File: src/rtl/sram_arb_pkg.sv
// Shared definitions for the sram bus arbiter: master ids, size codes and
// the request control payload that travels alongside address and write data.
package sram_arb_pkg;

    localparam logic M_INST = 1'b0;
    localparam logic M_DATA = 1'b1;

    localparam logic [1:0] SZ_B = 2'd0;
    localparam logic [1:0] SZ_H = 2'd1;
    localparam logic [1:0] SZ_W = 2'd2;

    typedef struct packed {
        logic       wr;
        logic [1:0] size;
        logic [3:0] wstrb;
    } req_ctrl_t;

    localparam int REQ_CTRL_W = $bits(req_ctrl_t);

endpackage

File: src/rtl/sram_bus_arbiter_if.sv
// One sram-like req/addr_ok/data_ok channel; the master modport is the side
// that issues requests, the slave modport is the side that answers them.
interface sram_bus_arbiter_if #(
    parameter int ADDR_W = 32,
    parameter int DATA_W = 32
);
    logic              req;
    logic              wr;
    logic [1:0]        size;
    logic [3:0]        wstrb;
    logic [ADDR_W-1:0] addr;
    logic [DATA_W-1:0] wdata;
    logic              addr_ok;
    logic              data_ok;
    logic [DATA_W-1:0] rdata;

    modport master (
        output req, wr, size, wstrb, addr, wdata,
        input  addr_ok, data_ok, rdata
    );

    modport slave (
        input  req, wr, size, wstrb, addr, wdata,
        output addr_ok, data_ok, rdata
    );
endinterface

File: src/rtl/arb_order_fifo.sv
// 1-bit-wide in-order FIFO recording which master owns each outstanding request.
// full/empty come from the registered count, so a same-cycle pop never frees a slot early.
module arb_order_fifo #(
    parameter int DEPTH = 4
) (
    input  logic clk,
    input  logic rstn,
    input  logic push,
    input  logic push_id,
    input  logic pop,
    output logic head,
    output logic full,
    output logic empty
);
    localparam int PTR_W = (DEPTH > 1) ? $clog2(DEPTH) : 1;

    logic [DEPTH-1:0] mem_q, mem_d;
    logic [PTR_W-1:0] wr_ptr_q, wr_ptr_d;
    logic [PTR_W-1:0] rd_ptr_q, rd_ptr_d;
    logic [PTR_W:0]   count_q, count_d;
    logic             do_push_s, do_pop_s;

    assign full  = (count_q == (PTR_W+1)'(DEPTH));
    assign empty = (count_q == (PTR_W+1)'(0));
    assign head  = mem_q[rd_ptr_q];

    // Next-state for storage, pointers and occupancy.
    always_comb begin
        mem_d     = mem_q;
        wr_ptr_d  = wr_ptr_q;
        rd_ptr_d  = rd_ptr_q;
        count_d   = count_q;
        do_push_s = push && !full;
        do_pop_s  = pop && !empty;
        if (do_push_s) begin
            mem_d[wr_ptr_q] = push_id;
            wr_ptr_d        = wr_ptr_q + PTR_W'(1);
        end else begin
            wr_ptr_d = wr_ptr_q;
        end
        if (do_pop_s) begin
            rd_ptr_d = rd_ptr_q + PTR_W'(1);
        end else begin
            rd_ptr_d = rd_ptr_q;
        end
        case ({do_push_s, do_pop_s})
            2'b10:   count_d = count_q + (PTR_W+1)'(1);
            2'b01:   count_d = count_q - (PTR_W+1)'(1);
            default: count_d = count_q;
        endcase
    end

    // State registers with synchronous active-low reset.
    always_ff @(posedge clk) begin
        if (!rstn) begin
            mem_q    <= '0;
            wr_ptr_q <= '0;
            rd_ptr_q <= '0;
            count_q  <= '0;
        end else begin
            mem_q    <= mem_d;
            wr_ptr_q <= wr_ptr_d;
            rd_ptr_q <= rd_ptr_d;
            count_q  <= count_d;
        end
    end
endmodule

File: src/rtl/sram_bus_arbiter.sv
// Shares one sram-like bus between fetch (inst) and execute (data) ports with in-order responses.
// Optional SRAM_ARB_RR_EN: round-robin between masters instead of fixed data-over-inst priority.
module sram_bus_arbiter
    import sram_arb_pkg::*;
#(
    parameter int ADDR_W  = 32,
    parameter int DATA_W  = 32,
    parameter int OUTST_N = 4
) (
    input  logic                clk,
    input  logic                rstn,
    sram_bus_arbiter_if.slave   inst,
    sram_bus_arbiter_if.slave   data,
    sram_bus_arbiter_if.master  sram
);
    logic      lock_valid_q, lock_valid_d;
    logic      lock_id_q, lock_id_d;
    logic      winner_s, winner_req_s, sram_req_s;
    logic      push_s, pop_s, resp_valid_s;
    logic      fifo_head_s, fifo_full_s, fifo_empty_s;
    req_ctrl_t ctrl_s;

`ifdef SRAM_ARB_RR_EN
    logic last_q, last_d;

    // Winner selection: a held lock wins, otherwise the master not granted last.
    always_comb begin
        if (lock_valid_q) begin
            winner_s = lock_id_q;
        end else if (inst.req && data.req) begin
            winner_s = ~last_q;
        end else if (data.req) begin
            winner_s = M_DATA;
        end else begin
            winner_s = M_INST;
        end
        last_d = push_s ? winner_s : last_q;
    end

    // Last-grant pointer register.
    always_ff @(posedge clk) begin
        if (!rstn) last_q <= M_INST;
        else       last_q <= last_d;
    end
`else
    // Winner selection: a held lock wins, otherwise data beats inst.
    always_comb begin
        if (lock_valid_q) begin
            winner_s = lock_id_q;
        end else if (data.req) begin
            winner_s = M_DATA;
        end else begin
            winner_s = M_INST;
        end
    end
`endif

    // Request gating, lock update and FIFO push/pop qualification.
    always_comb begin
        winner_req_s = (winner_s == M_DATA) ? data.req : inst.req;
        sram_req_s   = winner_req_s && !fifo_full_s;
        push_s       = sram_req_s && sram.addr_ok;
        pop_s        = sram.data_ok && !fifo_empty_s;
        resp_valid_s = pop_s;
        lock_valid_d = lock_valid_q;
        lock_id_d    = lock_id_q;
        if (sram_req_s && !sram.addr_ok) begin
            lock_valid_d = 1'b1;
            lock_id_d    = winner_s;
        end else if (push_s) begin
            lock_valid_d = 1'b0;
        end else begin
            lock_valid_d = lock_valid_q;
        end
    end

    // Grant lock register.
    always_ff @(posedge clk) begin
        if (!rstn) begin
            lock_valid_q <= 1'b0;
            lock_id_q    <= M_INST;
        end else begin
            lock_valid_q <= lock_valid_d;
            lock_id_q    <= lock_id_d;
        end
    end

    assign ctrl_s = (winner_s == M_DATA) ? '{wr: data.wr, size: data.size, wstrb: data.wstrb}
                                         : '{wr: inst.wr, size: inst.size, wstrb: inst.wstrb};

    assign sram.req   = sram_req_s;
    assign sram.wr    = ctrl_s.wr;
    assign sram.size  = ctrl_s.size;
    assign sram.wstrb = ctrl_s.wstrb;
    assign sram.addr  = (winner_s == M_DATA) ? data.addr  : inst.addr;
    assign sram.wdata = (winner_s == M_DATA) ? data.wdata : inst.wdata;

    assign inst.addr_ok = push_s && (winner_s == M_INST);
    assign data.addr_ok = push_s && (winner_s == M_DATA);

    // Responses follow the FIFO head; stray data_ok with nothing outstanding is dropped.
    assign inst.data_ok = resp_valid_s && (fifo_head_s == M_INST);
    assign data.data_ok = resp_valid_s && (fifo_head_s == M_DATA);
    assign inst.rdata   = inst.data_ok ? sram.rdata : {DATA_W{1'b0}};
    assign data.rdata   = data.data_ok ? sram.rdata : {DATA_W{1'b0}};

    arb_order_fifo #(.DEPTH(OUTST_N)) u_order_fifo (
        .clk     (clk),
        .rstn    (rstn),
        .push    (push_s),
        .push_id (winner_s),
        .pop     (pop_s),
        .head    (fifo_head_s),
        .full    (fifo_full_s),
        .empty   (fifo_empty_s)
    );
endmodule

File: src/flat_wrapper.sv
// flat-port wrapper written by rule: the top's interface ports become plain ports
module sram_bus_arbiter_flat import sram_arb_pkg::*;
#(
    parameter int ADDR_W  = 32,
    parameter int DATA_W  = 32,
    parameter int OUTST_N = 4
)
  (clk, rstn, inst_req, inst_wr, inst_size, inst_wstrb, inst_addr, inst_wdata, inst_addr_ok, inst_data_ok, inst_rdata, data_req, data_wr, data_size, data_wstrb, data_addr, data_wdata, data_addr_ok, data_data_ok, data_rdata, sram_req, sram_wr, sram_size, sram_wstrb, sram_addr, sram_wdata, sram_addr_ok, sram_data_ok, sram_rdata);
  sram_bus_arbiter_if #(.ADDR_W(ADDR_W), .DATA_W(DATA_W)) inst_i ();
  sram_bus_arbiter_if #(.ADDR_W(ADDR_W), .DATA_W(DATA_W)) data_i ();
  sram_bus_arbiter_if #(.ADDR_W(ADDR_W), .DATA_W(DATA_W)) sram_i ();
  input  logic clk;
  input  logic rstn;
  input wire logic [$bits(inst_i.req)-1:0] inst_req;
  input wire logic [$bits(inst_i.wr)-1:0] inst_wr;
  input wire logic [$bits(inst_i.size)-1:0] inst_size;
  input wire logic [$bits(inst_i.wstrb)-1:0] inst_wstrb;
  input wire logic [$bits(inst_i.addr)-1:0] inst_addr;
  input wire logic [$bits(inst_i.wdata)-1:0] inst_wdata;
  output wire logic [$bits(inst_i.addr_ok)-1:0] inst_addr_ok;
  output wire logic [$bits(inst_i.data_ok)-1:0] inst_data_ok;
  output wire logic [$bits(inst_i.rdata)-1:0] inst_rdata;
  input wire logic [$bits(data_i.req)-1:0] data_req;
  input wire logic [$bits(data_i.wr)-1:0] data_wr;
  input wire logic [$bits(data_i.size)-1:0] data_size;
  input wire logic [$bits(data_i.wstrb)-1:0] data_wstrb;
  input wire logic [$bits(data_i.addr)-1:0] data_addr;
  input wire logic [$bits(data_i.wdata)-1:0] data_wdata;
  output wire logic [$bits(data_i.addr_ok)-1:0] data_addr_ok;
  output wire logic [$bits(data_i.data_ok)-1:0] data_data_ok;
  output wire logic [$bits(data_i.rdata)-1:0] data_rdata;
  output wire logic [$bits(sram_i.req)-1:0] sram_req;
  output wire logic [$bits(sram_i.wr)-1:0] sram_wr;
  output wire logic [$bits(sram_i.size)-1:0] sram_size;
  output wire logic [$bits(sram_i.wstrb)-1:0] sram_wstrb;
  output wire logic [$bits(sram_i.addr)-1:0] sram_addr;
  output wire logic [$bits(sram_i.wdata)-1:0] sram_wdata;
  input wire logic [$bits(sram_i.addr_ok)-1:0] sram_addr_ok;
  input wire logic [$bits(sram_i.data_ok)-1:0] sram_data_ok;
  input wire logic [$bits(sram_i.rdata)-1:0] sram_rdata;
  assign inst_i.req = inst_req;
  assign inst_i.wr = inst_wr;
  assign inst_i.size = inst_size;
  assign inst_i.wstrb = inst_wstrb;
  assign inst_i.addr = inst_addr;
  assign inst_i.wdata = inst_wdata;
  assign inst_addr_ok = inst_i.addr_ok;
  assign inst_data_ok = inst_i.data_ok;
  assign inst_rdata = inst_i.rdata;
  assign data_i.req = data_req;
  assign data_i.wr = data_wr;
  assign data_i.size = data_size;
  assign data_i.wstrb = data_wstrb;
  assign data_i.addr = data_addr;
  assign data_i.wdata = data_wdata;
  assign data_addr_ok = data_i.addr_ok;
  assign data_data_ok = data_i.data_ok;
  assign data_rdata = data_i.rdata;
  assign sram_req = sram_i.req;
  assign sram_wr = sram_i.wr;
  assign sram_size = sram_i.size;
  assign sram_wstrb = sram_i.wstrb;
  assign sram_addr = sram_i.addr;
  assign sram_wdata = sram_i.wdata;
  assign sram_i.addr_ok = sram_addr_ok;
  assign sram_i.data_ok = sram_data_ok;
  assign sram_i.rdata = sram_rdata;
  sram_bus_arbiter #(.ADDR_W(ADDR_W), .DATA_W(DATA_W), .OUTST_N(OUTST_N)) u_core (.clk(clk), .rstn(rstn), .inst(inst_i), .data(data_i), .sram(sram_i));
endmodule
File: config.mk
export PLATFORM = sky130hd
export DESIGN_NAME = sram_bus_arbiter_flat
export DESIGN_NICKNAME = d
export VERILOG_FILES = /design/src/rtl/sram_arb_pkg.sv /design/src/rtl/sram_bus_arbiter_if.sv /design/src/rtl/arb_order_fifo.sv /design/src/rtl/sram_bus_arbiter.sv /design/src/flat_wrapper.sv
export SDC_FILE = /design/constraint.sdc
export NUM_CORES = 1
export LEC_CHECK = 0
export CAP_MARGIN = 20
export CORE_AREA = 2 2 126 128
export CTS_CLUSTER_DIAMETER = 100
export CTS_CLUSTER_SIZE = 14
export DETAILED_ROUTE_END_ITERATION = 8
export DIE_AREA = 0 0 128 130
export GPL_TIMING_DRIVEN = 1
export PLACE_DENSITY_LB_ADDON = 0.08
export SLEW_MARGIN = 20
export SYNTH_ARGS = -nofsm -noshare
export SYNTH_HDL_FRONTEND = slang
export SYNTH_SLANG_ARGS = --single-unit
export TNS_END_PERCENT = 20
File: constraint.sdc
create_clock -name clk -period 6.5 [get_ports clk]
set_input_delay 1.3 -clock clk [delete_from_list [all_inputs] [get_ports clk]]
set_output_delay 1.3 -clock clk [all_outputs]
set_load 0.05 [all_outputs]
* After elaboration in Yosys (flattened, before gate mapping)
Index checks and enable logic that the tools add are counted.
** Storage, ports and cells
- Bits in registers :: 13
- Word-level logic and storage cells :: 51
** Cells by class
- $add $sub $neg :: 4
- Magnitude comparators :: 3
- Equal/unequal tests :: 3
- Multiplexer cells :: 16
- Bitwise gates (word level) :: 2
- Reductions and logical operators :: 17
** Operators by type and width (count)
- $mux W32 :: 4
- $logic_and A1 B1 Y1 :: 11
- $mux W1 :: 7
- $mux W7 :: 1
- $lt A2 B3 Y1 const B :: 2
- $pmux W3 S2 :: 1
- $add A2 B1 Y2 const B :: 2
- $bwmux W4 :: 1
- $reduce_bool A2 Y1 :: 2
- $add A3 B1 Y3 const B :: 1
- $eq A3 B3 Y1 const B :: 1
- $logic_not A1 Y1 :: 3
- $logic_not A3 Y1 :: 1
- $sub A3 B1 Y3 const B :: 1
- $bmux W1 S2 :: 1
- $demux W1 S2 :: 1
- $eq A2 B1 Y1 const B :: 1
- $eq A2 B2 Y1 const B :: 1
- $ge A2 B1 Y1 const B :: 1
- $not A1 Y1 :: 2

* Longest topological paths before layout
- Word-level depth :: 8
- Mapped depth :: 9
- Mapped depth without buffers :: 9

* Hierarchy
From an unflattened synthesis, not the netlist that was laid out.
** Second synthesis, totals
- Cell total of the unflattened synthesis :: 236
- Area, all modules :: 2058.2 sq um
** Modules (own cells, without submodules)
- sram_bus_arbiter :: instances 1, cells an instance 172, area an instance 1448.9 sq um
- arb_order_fifo :: instances 1, cells an instance 64, area an instance 609.3 sq um

* Worst setup path after synthesis
OpenSTA, ideal clock, no wires.
- Path kind :: input -> output
- Start point :: input data_req
- End point :: output sram_req
- Arrival time :: 2710 ps
- Slack :: 2490 ps
- Stages :: 3
- Cell sequence :: mux2i_1 > and2_2 > nor3_1
** Between the ends
- Word-level cells in the longest chain between the ends :: 4
** RTL lines
- start: declaration :: line flat_wrapper.sv:23 : input wire logic [$bits(data_i.req)-1:0] data_req;
- $mux W1 :: line sram_bus_arbiter.sv:50 : end else if (data.req) begin
- $mux W1 :: line sram_bus_arbiter.sv:48 : if (lock_valid_q) begin
- $mux W1 (*) :: line sram_bus_arbiter.sv:60 : winner_req_s = (winner_s == M_DATA) ? data.req : inst.req;
- $logic_and A1 B1 Y1 (*) :: line sram_bus_arbiter.sv:61 : sram_req_s = winner_req_s && !fifo_full_s;
- end: declaration :: line flat_wrapper.sv:32 : output wire logic [$bits(sram_i.req)-1:0] sram_req;
Mark *: on every way between the ends. The rest lies on a longest branch, timed or not.

* Final worst setup path
- Start point :: input data_req
- End point :: output sram_wdata[15]
** Between the ends
- Word-level cells in the longest chain between the ends :: 3
** RTL lines
- $mux W1 :: line sram_bus_arbiter.sv:50
- $mux W1 :: line sram_bus_arbiter.sv:48
- $mux W32 :: line sram_bus_arbiter.sv:96 : assign sram.wdata = (winner_s == M_DATA) ? data.wdata : inst.wdata;
- end: declaration :: line flat_wrapper.sv:37 : output wire logic [$bits(sram_i.wdata)-1:0] sram_wdata;
Every way passes these cells.

==> impl_results.md <==
- Worst clock skew on the final layout: 0.00278 ns
- Clock tree from TritonCTS: built
- Filler cells: 1597
- Overall die area: 16600 um2
- Slowest CP cell: sky130_fd_sc_hd__clkdlybuf4s50_1
- Core Area: 15400 um2
- Final hold viol count: 0
- First-pass GRT wire length: 16800 um
- Share of the synthesized netlist area taken by xor and xnor gates: between 2 and 2.5%
- Root Driver: sky130_fd_sc_hd__clkbuf_16
- Total overflow reported by the global router: 0
- Count of placed standard cells in the final layout, fillers left out: 762
- Setup-failing EPs final: 0
- Flip-flop and latch count after synthesis: 13
- Leading cell type in the layout, fill and taps excluded: sky130_fd_sc_hd__clkdlybuf4s50_1
- Antenna violations before repair: 0
- Kind of cell with the highest combined delay on the critical path: buffers and inverters
- Die Span X: 128 um
- Cts-stage hold buffer count: 0
- Max Cap Violations: 0
- Relative slew slack: 33.9%
- Ratio of final minimum period to clock period: 77.4%
- Endpoint required time on the critical path: 5.20 ns
- Buffer count from post-CTS setup fixing: 0
- Placed wire-length estimate after detailed placement: between 10000 and 15000 um
- Critical hold path startpoint: u_core.u_order_fifo.mem_q[3]
- Clock power share: 8.8%
- Min setup slack post-route: 1.47 ns
- Ports placed on the boundary: 320
- DRT Pass-1 Iters: 4
- Number of placed instances, taps included: 758
- Placement row count: 46
- Multiplexer area fraction after synthesis: 43.1%
- Worst setup EP type: output pin
- Final wirelength: 11900 um
- Depth of the worst register-to-register path: 9
- RSZ-0062 raised after global routing: false
- Longest Clk Path Bufs: 2
- FMAX: 199 MHz
- Switching power of the nets: 0.712 mW
- Part of the power in combinational logic: between 80% and 90%
- Detailed Route Iter0 Violations: 52
- H-tree depth: 1
- Max-slew violation count: 0
- Top FF cell, synth: sky130_fd_sc_hd__dfxtp_1
- Power Total: 1.31 mW
- Post-Syn Area: 2070 um2
- Main combinational cell family by area after synthesis: multiplexers
- Cell internal power dissipation: 0.599 mW
- Final #Nets: roughly 760
- Post-CTS clock slew at the launch and capture registers of the worst setup and hold paths: 0.04 ns
- Synthesis warning total: 0
- Share of synthesized area occupied by flip-flops and latches: 12.6%
- Unique masters post-synth: 28
- Most repeated library cell on the critical path: sky130_fd_sc_hd__clkdlybuf4s50_1
- Sequential share of power: 8.7%
- Maximum vdd ir drop: 0.0000971 V
- Wire length per cell after detailed routing: 15.6 um
- Gate count after technology mapping: 267
- Shortest period the worst path allows: 5.03 ns
- Final hold slack: ~0.46 ns
- Vias/cell: just over 4
- Clock latency on the worst-skew pair: around 0.24 ns
- Area of the multi-input gates: 1690 um2
- Synth Area in Compound Gates: 2.96%
- Worst setup path class: in -> out
- Number of global-route vias before repair: 3075
- Worst hold path stage count: 2
- Ratio of cells with drive above 1 in the final layout: 14.6%
- RR Startpoint: u_core.u_order_fifo.count_q[2]
- Inserted Diodes: 0
- Die Ht: 130 um
- Initial core utilization: 13.4%
- Sequential Area: ~260 um2
- Final RePlAce weighted congestion: 0.794
- Place WS: 1.44 ns
- Simple logic cell fraction of the synthesized area: 28.8%
- Power per Cell Area: 238 nW/um2
- Leakage power summed over all cells: 2.19 nW
- Total negative setup slack: 0 ns
- CTS-repair resized insts: 0
- Most used cells in the layout excluding fill and tap cells: sky130_fd_sc_hd__clkdlybuf4s50_1 (319), sky130_fd_sc_hd__mux2_2 (71), sky130_fd_sc_hd__nand2_1 (44), sky130_fd_sc_hd__nor2_1 (36), sky130_fd_sc_hd__and3_1 (32)
- Global-route total usage across every layer: around an eighth
- Num CTS Buffers: 3
- Avg Synthesized Cell Area: 7.75 um2
- Sink Count: 13
- Worst R2R Setup Slack: 3.92 ns
- Startpoint type of the worst setup path: input port
- Area share of fa/ha/maj cells after synthesis: 3.99%
- # DRC: 0
- Worst path arrival time: 3.73 ns
- Total of buffers placed on input and output ports: 319
- Fraction of synthesis flops using an asynchronous set or reset pin: 0%
- Sequence of cells on the critical path: clkdlybuf4s50_1 > mux2i_4 > buf_12 > mux2_2 > clkdlybuf4s50_1
- Status: finished clean
- Post-detailed-route count of antenna-violating nets: 0
- Endpoint of the lowest-slack register-to-register path: u_core.u_order_fifo.count_q[2]
- Via total after detailed routing: between 3000 and 4000
- Synthesis-to-layout area growth: 167%
- Slew at the pin closest to its max-slew limit: 0.991 ns
- Number of enable flip-flop cells after synthesis: 0
- CP max FO: 66
- Pin count of the biggest net entering global routing: 67
- Delay of the slowest cell on the worst path: 0.74 ns
- Hold-critical path endpoint: u_core.u_order_fifo.mem_q[3]
- Min-delay worst type: reg -> reg
- Synthesized netlist net count: ~450
- Proportion of total power due to net switching: around 54%
- Crit path buf inv count: 3
## flip-flops by register name, summed over array words and instances (netlist names)
register / cells
u_core.u_order_fifo.mem_q: 4
u_core.u_order_fifo.count_q: 3
u_core.u_order_fifo.rd_ptr_q: 2
u_core.u_order_fifo.wr_ptr_q: 2
u_core.lock_id_q: 1
u_core.lock_valid_q: 1
## cell type report
class	count	share of cell area [%]
multi-input combinational	225	30.6
inverter	6	0.408
timing repair buffer	322	58.5
tap	192	4.35
clock buffer	4	1.43
sequential	13	4.72
## how the worst max path moves through the flow
stage	startpoint	end	slack, ns	cells past startpoint
after global routing	data_req	sram_wdata[15]	1.35	5
after CTS	data_req	sram_wdata[15]	1.42	5
after global placement	data_req	sram_wdata[15]	1.47	5
after detailed placement	data_req	sram_wdata[15]	1.44	5
final	data_req	sram_wdata[15]	1.47	5
after floorplan	data_req	sram_req	2.49	3
## cell families after synthesis
group,count (synthesis)
buffers and inverters,29
XOR/XNOR,5
adder cells (fa/ha/maj),6
flip-flops,13
multiplexers,79
AND/OR/NAND/NOR,127
AO/OA/AOI/OAI,8
## power groups by stage
stage	combinational [mW]	clock (mW)	sequential (mW)
3_3_place_gp	1.09	0	0.115
3_5_place_dp	1.09	0	0.116
4_1_cts	1.10	0.118	0.115
5_1_grt	1.15	0.122	0.117
6_report	1.08	0.115	0.114
2_1_floorplan	0.705	0	0.111
## Yosys cell counts, types with 2 or more instances
cell type / instances / area [um2]
sky130_fd_sc_hd__nor2_1: 36 / 135
sky130_fd_sc_hd__xor2_1: 2 / 17.5
sky130_fd_sc_hd__and3_1: 32 / 200
sky130_fd_sc_hd__nand2_1: 44 / 165
sky130_fd_sc_hd__xnor2_1: 3 / 26.3
sky130_fd_sc_hd__inv_1: 6 / 22.5
sky130_fd_sc_hd__and2_1: 6 / 37.5
sky130_fd_sc_hd__mux2_2: 71 / 800
sky130_fd_sc_hd__mux2i_1: 7 / 70.1
sky130_fd_sc_hd__ha_1: 5 / 62.6
sky130_fd_sc_hd__clkbuf_1: 8 / 30.0
sky130_fd_sc_hd__and2_2: 2 / 15.0
sky130_fd_sc_hd__buf_2: 14 / 70.1
sky130_fd_sc_hd__o21ai_0: 5 / 25.0
sky130_fd_sc_hd__dfxtp_1: 13 / 260
## tightest hold or removal path: stages (launching register included)
cell,delay [ns]
sky130_fd_sc_hd__dfxtp_1,0.30
sky130_fd_sc_hd__nand2_1,0.05
sky130_fd_sc_hd__mux2i_1,0.05
## stage by stage
| step | instance area, um2 | util, % |
|---|---|---|
| 6_report | 5520 | 35.8 |
| 5_1_grt | 5520 | 35.8 |
| 3_3_place_gp | 5440 | 35.3 |
| 2_1_floorplan | 2070 | - |
| 4_1_cts | 5520 | 35.8 |
| 3_5_place_dp | 5440 | 35.3 |
## per-layer routing
layer,track usage [%],routed length (um),vias up
met1,12.5,3990,1371
li1,-,-,1512
met4,2.26,186,0
met3,5.70,1320,10
met5,0,0,-
met2,26.2,6390,179
Note: power is estimated with default switching activity, not from simulation.
